File: src/rtl/rr_sep_alloc.sv
// rtl/rr_sep_alloc.sv - input-first separable round-robin allocator with registered, holdable grants
// Stage 1 picks one output per input, stage 2 picks one input per output; held rows bypass both.
module rr_sep_alloc #(
  parameter int N_IN    = 4,
  parameter int N_OUT   = 4,
  parameter bit HOLD_EN = 1'b1
) (
  input  logic                         clk,
  input  logic                         reset,
  input  logic [N_IN-1:0][N_OUT-1:0]   req,
  input  logic [N_IN-1:0]              hold,
  output logic [N_IN-1:0][N_OUT-1:0]   gnt,
  output logic [N_IN-1:0]              gnt_valid,
  output logic [N_OUT-1:0]             out_busy
);

  localparam int IPW = $clog2(N_OUT);
  localparam int OPW = $clog2(N_IN);

  logic [N_IN-1:0][N_OUT-1:0] gnt_q, gnt_d;
  logic [N_IN-1:0]            gnt_valid_q, gnt_valid_d;
  logic [N_OUT-1:0]           out_busy_q, out_busy_d;
  logic [IPW-1:0]             in_ptr_q  [N_IN];
  logic [IPW-1:0]             in_ptr_d  [N_IN];
  logic [OPW-1:0]             out_ptr_q [N_OUT];
  logic [OPW-1:0]             out_ptr_d [N_OUT];

  logic [N_IN-1:0]            locked;
  logic [N_OUT-1:0]           out_locked;
  logic [N_IN-1:0][N_OUT-1:0] pick;
  logic [N_IN-1:0][N_OUT-1:0] new_gnt;

  always_comb begin : lock_c
    locked     = '0;
    out_locked = '0;
    for (int i = 0; i < N_IN; i++) begin
      locked[i] = HOLD_EN && hold[i] && (|gnt_q[i]);
      if (locked[i]) out_locked = out_locked | gnt_q[i];
    end
  end

  // Round-robin search in two passes: indices at/after the pointer first, then wrap to the low ones.
  always_comb begin : stage1_c
    logic hit;
    pick = '0;
    hit  = 1'b0;
    for (int i = 0; i < N_IN; i++) begin
      hit = 1'b0;
      for (int o = 0; o < N_OUT; o++) begin
        if (!hit && !locked[i] && req[i][o] && !out_locked[o] && o >= int'(in_ptr_q[i])) begin
          pick[i][o] = 1'b1;
          hit        = 1'b1;
        end
      end
      for (int o = 0; o < N_OUT; o++) begin
        if (!hit && !locked[i] && req[i][o] && !out_locked[o]) begin
          pick[i][o] = 1'b1;
          hit        = 1'b1;
        end
      end
    end
  end

  always_comb begin : stage2_c
    logic hit;
    new_gnt = '0;
    hit     = 1'b0;
    for (int o = 0; o < N_OUT; o++) begin
      hit = 1'b0;
      for (int i = 0; i < N_IN; i++) begin
        if (!hit && !out_locked[o] && pick[i][o] && i >= int'(out_ptr_q[o])) begin
          new_gnt[i][o] = 1'b1;
          hit           = 1'b1;
        end
      end
      for (int i = 0; i < N_IN; i++) begin
        if (!hit && !out_locked[o] && pick[i][o]) begin
          new_gnt[i][o] = 1'b1;
          hit           = 1'b1;
        end
      end
    end
  end

  always_comb begin : next_c
    gnt_d       = '0;
    gnt_valid_d = '0;
    out_busy_d  = '0;
    in_ptr_d    = in_ptr_q;
    out_ptr_d   = out_ptr_q;
    for (int i = 0; i < N_IN; i++) begin
      gnt_d[i]       = locked[i] ? gnt_q[i] : new_gnt[i];
      gnt_valid_d[i] = |gnt_d[i];
      out_busy_d     = out_busy_d | gnt_d[i];
    end
    // Only fresh grants advance pointers; wrap is explicit so non-power-of-2 sizes stay in range.
    for (int i = 0; i < N_IN; i++) begin
      for (int o = 0; o < N_OUT; o++) begin
        if (new_gnt[i][o]) begin
          in_ptr_d[i]  = (o == N_OUT - 1) ? '0 : IPW'(o + 1);
          out_ptr_d[o] = (i == N_IN - 1)  ? '0 : OPW'(i + 1);
        end
      end
    end
  end

  always_ff @(posedge clk or negedge reset) begin
    if (!reset) begin
      gnt_q       <= '0;
      gnt_valid_q <= '0;
      out_busy_q  <= '0;
      for (int i = 0; i < N_IN; i++)  in_ptr_q[i]  <= '0;
      for (int o = 0; o < N_OUT; o++) out_ptr_q[o] <= '0;
    end else begin
      gnt_q       <= gnt_d;
      gnt_valid_q <= gnt_valid_d;
      out_busy_q  <= out_busy_d;
      for (int i = 0; i < N_IN; i++)  in_ptr_q[i]  <= in_ptr_d[i];
      for (int o = 0; o < N_OUT; o++) out_ptr_q[o] <= out_ptr_d[o];
    end
  end

  assign gnt       = gnt_q;
  assign gnt_valid = gnt_valid_q;
  assign out_busy  = out_busy_q;

endmodule
File: config.mk
export PLATFORM = sky130hd
export DESIGN_NAME = rr_sep_alloc
export DESIGN_NICKNAME = d
export VERILOG_FILES = /design/src/rtl/rr_sep_alloc.sv
export SDC_FILE = /design/constraint.sdc
export NUM_CORES = 1
export LEC_CHECK = 0
export ABC_CLOCK_PERIOD_IN_PS = 4650
export CORE_ASPECT_RATIO = 1.1
export CORE_UTILIZATION = 35
export CTS_CLUSTER_SIZE = 12
export DETAILED_ROUTE_END_ITERATION = 10
export PLACE_DENSITY_LB_ADDON = 0.25
export SYNTH_ARGS = -nofsm -noshare
export SYNTH_HDL_FRONTEND = slang
export SYNTH_SLANG_ARGS = --single-unit
File: constraint.sdc
create_clock -name clk -period 4.65 [get_ports clk]
set_input_delay 0.465 -clock clk [delete_from_list [all_inputs] [get_ports clk]]
set_output_delay 0.465 -clock clk [all_outputs]
set_load 0.05 [all_outputs]
==> qor.yml, run 1 <==
run_status:
  status: "finished, final reports clean"
timing:
  slew_headroom_pct: 40.3
  worst_slew_pin_slew_ns: 0.895
  min_period_ns: 3.49
  finalCritPeriodShare_pct: 75.1
  finalMaxSlewViolations: 0
  fin_setup_tns_ns: 0
  rsz0062_at_grt: "false"
  holdWs_ns: 0.288
  fin_skew_ns: 0.00976
  final-hold-violation-count: 0
  max_freq_mhz: 286
  finalSetupViolations: 0
layout:
  nNetsFinal: 378
  drive_gt1_share_pct: 14.9
  diodes: 0
  stdcell_count: 464
  syn_to_final_growth_pct: 24.3
  fill_cells: 773
  final_util_pct: 44.7
clocking:
  cts_inserted_buffers: 5
  clock_sinks: 40
  clkLatencyLatePin_ns: 0.30
  postCtsHoldBufs: 0
  cts_setup_buffers: 0
  root_buffer: "clkbuf_8"
  htree_levels: 2
  cts.clk_slew.worst_paths_ns: 0.09
  cts_tree: "built"
  cts-resized-gates: 0
  max-clock-path-buffers: 2
logic_synthesis:
  ys_ff_latch: 40
  synth_edf_count: 0
  synth-main-ff-cell: "dfrtp_1"
  syn_area_mm2: 0.00283
  synth_top_area_cell: "dfrtp_1"
  avgSynthCellArea_um2: 9.19
  synth.most_common_cell: "nand2_1"
  synth_cell_types: 73
  synth_area_leaders: "dfrtp_1 35%, nand2_1 6.1%, nand3_1 3.2%"
  synth_cells: 308
  yosysWarnings: 0
  seq_area_frac_synth_pct: 35.4
  synth_fp_nets: 330
  synth_common_cells: "46 x nand2_1, 40 x dfrtp_1, 22 x nor2_1"
  async_reset_ff_share_pct: 100
  synth_top_area_share_pct: 35.4
setup_path:
  r2r_end: "in_ptr_q[2]"
  r2r_cells: 8
  crit_family: "compound AO/OA/AOI/OAI gates"
  r2r_start: "gnt[11]"
  worstSetupPathType: "in -> reg"
  critical_path.endpoint_type: "flop"
  critPathSlowestCell: "clkdlybuf4s50_1"
  critPathMaxStageDelay_ns: 0.64
  critPathLaunchType: "input pin"
  path_buf_inv: 1
  worst_ep_arrival_time_ns: 3.74
  r2r_slack_ns: 1.58
  startpoint: "hold[1]"
  cp_max_fo: 9
  path_cells: "clkdlybuf4s50_1 > a22oi_2 > nand4b_1 > a41oi_1 > o211ai_1 > nor4_1 > o21bai_2 > a21boi_1 > o21a_1"
  crit_required_ns: 4.90
worst_hold_path:
  hold_path_class: "in -> async"
floorplan:
  initial_core_util_pct: 36.0
  die_w_um: 87.7
  dieArea_mm2: 0.00845
  chipHeight_um: 96.3
  fp.coreArea_mm2: 0.00787
  rows: 34
  io_pins: 46
global_routing:
  busiest_layer: "met2"
  track_usage_pct: 22.4
  grt_antenna_before_repair: 0
  grt_start_max_net_pins: 41
  grt_pass1_wl_mm: 14.0
  grt_use_met1_pct: 28.6
  grt_use_met3_pct: 3.69
  grt_pass1_vias: 2637
  globalRoute.totalOverflow: 0
  met2_usage_pct: 37.5
flow_run:
  cap_viol_max_count: 0
routing:
  drc: 0
  drt_iter0_markers: 232
  firstDrtPassIters: 5
  wl_per_cell_um: 18.8
  via_count: 2731
  routed_wl_mm: 8.73
  ant_nets: 0
  viasPerCell: 5.89
place:
  dp_hpwl_mm: 6.64
  gp_congestion: 0.942
  place.port_buffers: 45
  placed_cells: 457
power:
  p_per_area_mw_per_mm2: 888
  irDropWorstVdd_v: 0.000311
  p_leak_nw: 1.42
## how the worst max path moves through the flow
| stage | depth (start not counted) | to | slack (ns) |
|---|---|---|---|
| 5_1_grt | 9 | in_ptr_q[2] | 0.89 |
| 6_report | 9 | in_ptr_q[2] | 1.16 |
| 4_1_cts | 9 | in_ptr_q[2] | 1.21 |
| 2_1_floorplan | 8 | out_ptr_q[4] | 2.01 |
| 3_5_place_dp | 9 | in_ptr_q[2] | 0.88 |
| 3_3_place_gp | 9 | in_ptr_q[2] | 0.83 |
## power by group
group	internal [mW]	switching, mW
Clock	0.211	0.130
Combinational	0.771	1.27
Sequential	0.526	0.210
Total	1.51	1.61
## state kept, by name, indices dropped and copies added, names as in the netlist
name / count
in_ptr_q: 8
gnt: 16
out_ptr_q: 8
out_busy: 4
gnt_valid: 4
## metal layers
layer	share of wire (%)	wire length, um
met5	0	0
met4	3.0	262
met3	4.4	386
met2	49	4260
met1	44	3820
## final cells by class
| cell class | instances | area [um^2] | share of cell area [%] |
|---|---|---|---|
| clock inverters | 2 | 60.1 | 1.71 |
| clock buffers | 5 | 68.8 | 1.96 |
| repair buffers | 47 | 460 | 13.1 |
| inverters | 7 | 26.3 | 0.747 |
| flip-flops and latches | 40 | 1000 | 28.5 |
| well taps | 108 | 135 | 3.84 |
| multi-input cells | 255 | 1770 | 50.2 |
## kinds of logic (layout without fill, tap and decap cells)
kind of cell	count (synthesis)	in the layout	share of synthesized area (%)
AOI/OAI and AO/OA	101	101	31.3
DFF	40	40	35.4
muxes	2	2	0.928
and+or+nand+nor	152	152	30.2
buffers and inverters	13	61	2.25
## cell usage in the layout, fill, tap and decap left out, types with 6 or more instances in the layout
master,synthesis,routed
a21oi_1,10,10
a22oi_2,6,6
a31oi_1,8,8
and2_1,6,6
clkdlybuf4s50_1,0,44
dfrtp_1,40,40
inv_1,6,6
nand2_1,46,46
nand3_1,18,18
nand4_1,10,10
nand4b_1,6,6
nor2_1,22,22
nor3_1,8,8
o21a_1,6,6
o21ai_0,7,7
## per-stage QoR
step	power [mW]	cell area (um^2)	setup slack [ns]
6_report	3.12	3520	1.16
5_1_grt	3.34	3520	0.893
4_1_cts	3.12	3520	1.21
3_5_place_dp	2.77	3390	0.880
3_3_place_gp	2.77	3390	0.833
2_1_floorplan	2.20	2830	2.01
Power figures use the tool's default switching activity.
==> run 2: changes to the inputs <==
--- a/config.mk
+++ b/config.mk
@@ -5,7 +5,7 @@
 export SDC_FILE = /design/constraint.sdc
 export NUM_CORES = 1
 export LEC_CHECK = 0
-export ABC_CLOCK_PERIOD_IN_PS = 4650
+export ABC_CLOCK_PERIOD_IN_PS = 3500
 export CORE_ASPECT_RATIO = 1.1
 export CORE_UTILIZATION = 35
 export CTS_CLUSTER_SIZE = 12
==> constraint.sdc (replaced) <==
create_clock -name clk -period 3.5 [get_ports clk]
set_input_delay 0.35 -clock clk [delete_from_list [all_inputs] [get_ports clk]]
set_output_delay 0.35 -clock clk [all_outputs]
set_load 0.05 [all_outputs]
==> run 2 against run 1 <==
Net effect:
- highest routed layer unchanged
- critical path type unchanged
- largest cell class unchanged
- via count rose by 4.4%
- routed wire length is 2.3% higher
- critical endpoint is now out_ptr_q[2]
- global-route usage barely moved
- die area is the same
==> qor.yml, run 2 (same netlist as run 1, synthesis figures left out) <==
global_routing:
  track_usage_pct: 22.3
  grt_pass1_wl_mm: 14.1
  grt_antenna_before_repair: 0
  globalRoute.totalOverflow: 0
  grt_start_max_net_pins: 41
  grt_pass1_vias: 2639
timing:
  rsz0062_at_grt: "false"
  fin_setup_tns_ns: 0
  final-hold-violation-count: 0
  holdWs_ns: 0.184
  finalSetupViolations: 0
  finalCritPeriodShare_pct: 84.8
  finalMaxSlewViolations: 0
  slew_headroom_pct: 38.9
  fin_skew_ns: 0.00406
  worst_slew_pin_slew_ns: 0.917
  min_period_ns: 2.97
  max_freq_mhz: 337
  postLayoutSetupSlackWorst_ns: 0.531
routing:
  firstDrtPassIters: 5
  wl_per_cell_um: 18.8
  drc: 0
  via_count: 2852
  drt_iter0_markers: 272
  routed_wl_mm: 8.93
  viasPerCell: 5.99
  ant_nets: 0
clocking:
  htree_levels: 2
  cts_tree: "built"
  cts_setup_buffers: 0
  cts_inserted_buffers: 5
  cts.clk_slew.worst_paths_ns: 0.08
  root_buffer: "clkbuf_8"
  clock_sinks: 40
  max-clock-path-buffers: 2
  cts-resized-gates: 0
  postCtsHoldBufs: 0
  clkLatencyLatePin_ns: 0.30
layout:
  final_common_cell: "nand2_1"
  diodes: 0
  final_util_pct: 45.8
  drive_gt1_share_pct: 17.7
  syn_to_final_growth_pct: 27.5
  final_cell_area_mm2: 0.00361
  nNetsFinal: 390
  largest_reg_flops: 16
  mostFrequentLayoutCells: "46 x nand2_1, 44 x clkdlybuf4s50_1, 40 x dfrtp_1, 22 x nor2_1, 18 x nand3_1"
  stdcell_count: 476
place:
  postPlaceCellArea_mm2: 0.00348
  place.port_buffers: 45
  pre_cts_slack_ns: 0.230
  gp_congestion: 0.956
  dp_hpwl_mm: 6.91
  placed_cells: 469
floorplan:
  dieArea_mm2: 0.00845
  initial_core_util_pct: 36.0
  die_w_um: 87.7
  chipHeight_um: 96.3
  rows: 34
  io_pins: 46
  fp.coreArea_mm2: 0.00787
setup_path:
  cp_max_fo: 10
  critical_path.endpoint_type: "flop"
  path_buf_inv: 2
  crit_family: "compound AO/OA/AOI/OAI gates"
  path_cells: "clkdlybuf4s50_1 > a222oi_1 > buf_4 > and3_1 > nand3b_1 > o32a_2 > a21bo_2 > a21oi_2 > nor2_1 > o21a_1"
  critPathLaunchType: "input pin"
  worstSetupPathType: "in -> reg"
  critPathMaxStageDelay_ns: 0.58
  crit_required_ns: 3.69
  critPathSlowestCell: "clkdlybuf4s50_1"
  worst_ep_arrival_time_ns: 3.16
run_status:
  status: "finished, final reports clean"
power:
  p_per_area_mw_per_mm2: 1170
  p_leak_nw: 1.48
  total_power_mw: 4.23
  irDropWorstVdd_v: 0.000486
flow_run:
  cap_viol_max_count: 0
worst_hold_path:
  hold_path_class: "in -> async"
==> run 2: cell count changes in the layout (fill, tap and decap cells not counted), sizes merged <==
| cell | change |
|---|---|
| buf | +12 |
==> run 2: final timing paths <==
check	endpoint	depth (start not counted)	start	slack, ns
hold reg to reg	in_ptr_q[1]	2	in_ptr_q[1]	0.57
min in group clk	in_ptr_q[1]	2	in_ptr_q[1]	0.57
hold / removal	gnt[10]	1	reset	0.18
setup / recovery	out_ptr_q[2]	10	hold[2]	0.53
max in group asynchronous	gnt[4]	1	reset	2.74
setup reg to reg	gnt_valid[2]	8	gnt[5]	0.66
==> run 2: final cells by class <==
cell class,instances,area (um^2)
Timing Repair Buffer,59,551
Sequential cell,40,1000
Multi-Input combinational cell,255,1770
Tap cell,108,135
Clock buffer,5,68.8
Clock inverter,2,60.1
Fill cell,759,4260
Inverter,7,26.3
==> run 2: routing by layer <==
metal	GRT usage [%]	share of wire, %	vias to the layer above
li1	-	-	1307
met1	29.0	42	1394
met2	36.4	48	129
met3	3.52	6.4	22
met4	9.84	3.6	0
met5	0	0	-
==> run 2: power breakdown <==
group          leakage, nW  total (mW)  internal, mW  switching (mW)
Sequential           0.482       0.980         0.699           0.281
Combinational        0.931        2.80          1.09            1.71
Clock               0.0642       0.444         0.281           0.164
Total                 1.48        4.23          2.07            2.15
==> RTL edit (settings of run 1) <==
`N_OUT`: 4 -> 8.
--- a/src/rtl/rr_sep_alloc.sv
+++ b/src/rtl/rr_sep_alloc.sv
@@ -2,7 +2,7 @@
 // Stage 1 picks one output per input, stage 2 picks one input per output; held rows bypass both.
 module rr_sep_alloc #(
   parameter int N_IN    = 4,
-  parameter int N_OUT   = 4,
+  parameter int N_OUT   = 8,
   parameter bit HOLD_EN = 1'b1
 ) (
   input  logic                         clk,
Interface: changed (resized gnt, out_busy and req); port bits go from 46 to 82. The function was not compared with the original's and may differ.
==> RTL edit against run 1 <==
Area after synthesis grew 97%. Worst setup slack lost 0.66 ns. Count of clock-buffer cells in the layout grew 5. Die area grew 94%. Global-route usage grew 11 points. Critical path depth grew 4. Power grew 110%. Sequential power grew 77%. Highest routed layer unchanged. Largest cell class unchanged. Sequential cell count grew 32. Design area grew 120%. Wire length grew to 3.0 times the old value. Clock power grew 95%. Critical endpoint is now in_ptr_q[5]. Largest power group unchanged.
==> RTL edit: results (changes against run 1) <==
- The routed wire length on met2 is 12600 um (+200%).
- The wire length per cell after detailed routing came to 24.1 um (+28%).
- The number of flip-flops under the largest register name is 32 (+16).
- The critical path data arrival time is 4.38 ns (+0.64 ns).
- In this run the worst setup path terminates at in_ptr_q[5].
- The net count of the finished layout is 930 (+150%).
- The flow ran to the end, and the final reports show no timing, DRC or antenna violations.
- The first-iteration detailed-routing DRC count is 619 (+170%).
- The stage delay of the slowest cell on the critical path is 0.80 ns (+0.16 ns).
- The post-synthesis compound-gate area fraction came to 31.6% (+0.36 points).
- The met3 track demand over resource is 5.40% (+1.7 points).
- The top cell family by delay on the critical path is simple AND/OR/NAND/NOR gates.
- The flop-to-flop setup slack was 0.69 ns (-0.89 ns).
- The vias per cell is 6.33 (+7.5%).
- In this run the critical register-to-register path is launched from gnt[5].
- The cell type of the slowest stage on the worst timing path is sky130_fd_sc_hd__nor4b_2.
- The number of search-and-repair iterations in the first detailed-routing pass came to 7 (+2).
- The met1 demand-to-capacity share in global routing is 41.8% (+13 points).
- The final cell count without fillers is 1098 (+140%).
- Ranked by total cell area, the synthesized netlist is headed by sky130_fd_sc_hd__dfrtp_1, sky130_fd_sc_hd__nand2_1, sky130_fd_sc_hd__nand4_1.
- The clock transition at the registers of the reported paths is 0.06 ns (-0.03 ns).
- The max-slew headroom at the worst pin is 35.5% (-4.8 points).
- The minimum setup slack in the final design is 0.493 ns (-0.664 ns).
- The number of H-tree levels is 3 (+1).
- The pin count of the biggest net entering global routing was 56 (+37%).
- The sum of routed wire segments on met1 is 10800 um (+180%).
- The worst setup skew after layout is 0.00786 ns (-0.00190 ns).
- The placed cell area came to 0.00755 mm2 (+120%).
- The switching power came to 3360 uW (+110%).
- The detailed route wirelength on metal3 is 1990 um (+420%).
- The layout cell share with drive strength beyond 1 is 20.2% (+5.3 points).
- The weighted congestion reported at the end of routability-driven placement was 0.999 (+6.1%).
- The worst reg2reg path depth came to 9 (+1).
- The clock latency on the worst-skew pair came to 0.36 ns (+0.06 ns).
- The net switching share of the total power is 52.3% (+0.61 points).
- The mux contribution to synthesized area is 0% (-0.93 points).
- The met2 usage in global routing is 53.9% (+16 points).
- The count of port buffers added during placement was 81 (+80%).
- The worst vdd rail ir drop is 0.431 mV (+39%).
- The total nets after synthesis is 726 (+120%).
RTL edit: cell types whose count changed after synthesis, moves of 17 or more:
| cell | before | now |
|---|---|---|
| sky130_fd_sc_hd__nand2_1 | 46 | 84 |
| sky130_fd_sc_hd__dfrtp_1 | 40 | 72 |
| sky130_fd_sc_hd__nand4_1 | 10 | 42 |
| sky130_fd_sc_hd__nor2_1 | 22 | 52 |
| sky130_fd_sc_hd__a21oi_1 | 10 | 36 |
| sky130_fd_sc_hd__nand3_1 | 18 | 43 |
| sky130_fd_sc_hd__inv_1 | 6 | 24 |
| sky130_fd_sc_hd__nor3_1 | 8 | 25 |
RTL edit: cell type report:
| cell class | instances | area, um2 |
|---|---|---|
| inverters | 24 | 90.1 |
| fillers | 1532 | 7780 |
| multi-input cells | 567 | 3570 |
| repair buffers | 218 | 1850 |
| clock buffers | 10 | 229 |
| flip-flops and latches | 72 | 1800 |
| diodes | 1 | 2.50 |
| well taps | 200 | 250 |
| clock inverters | 6 | 42.5 |
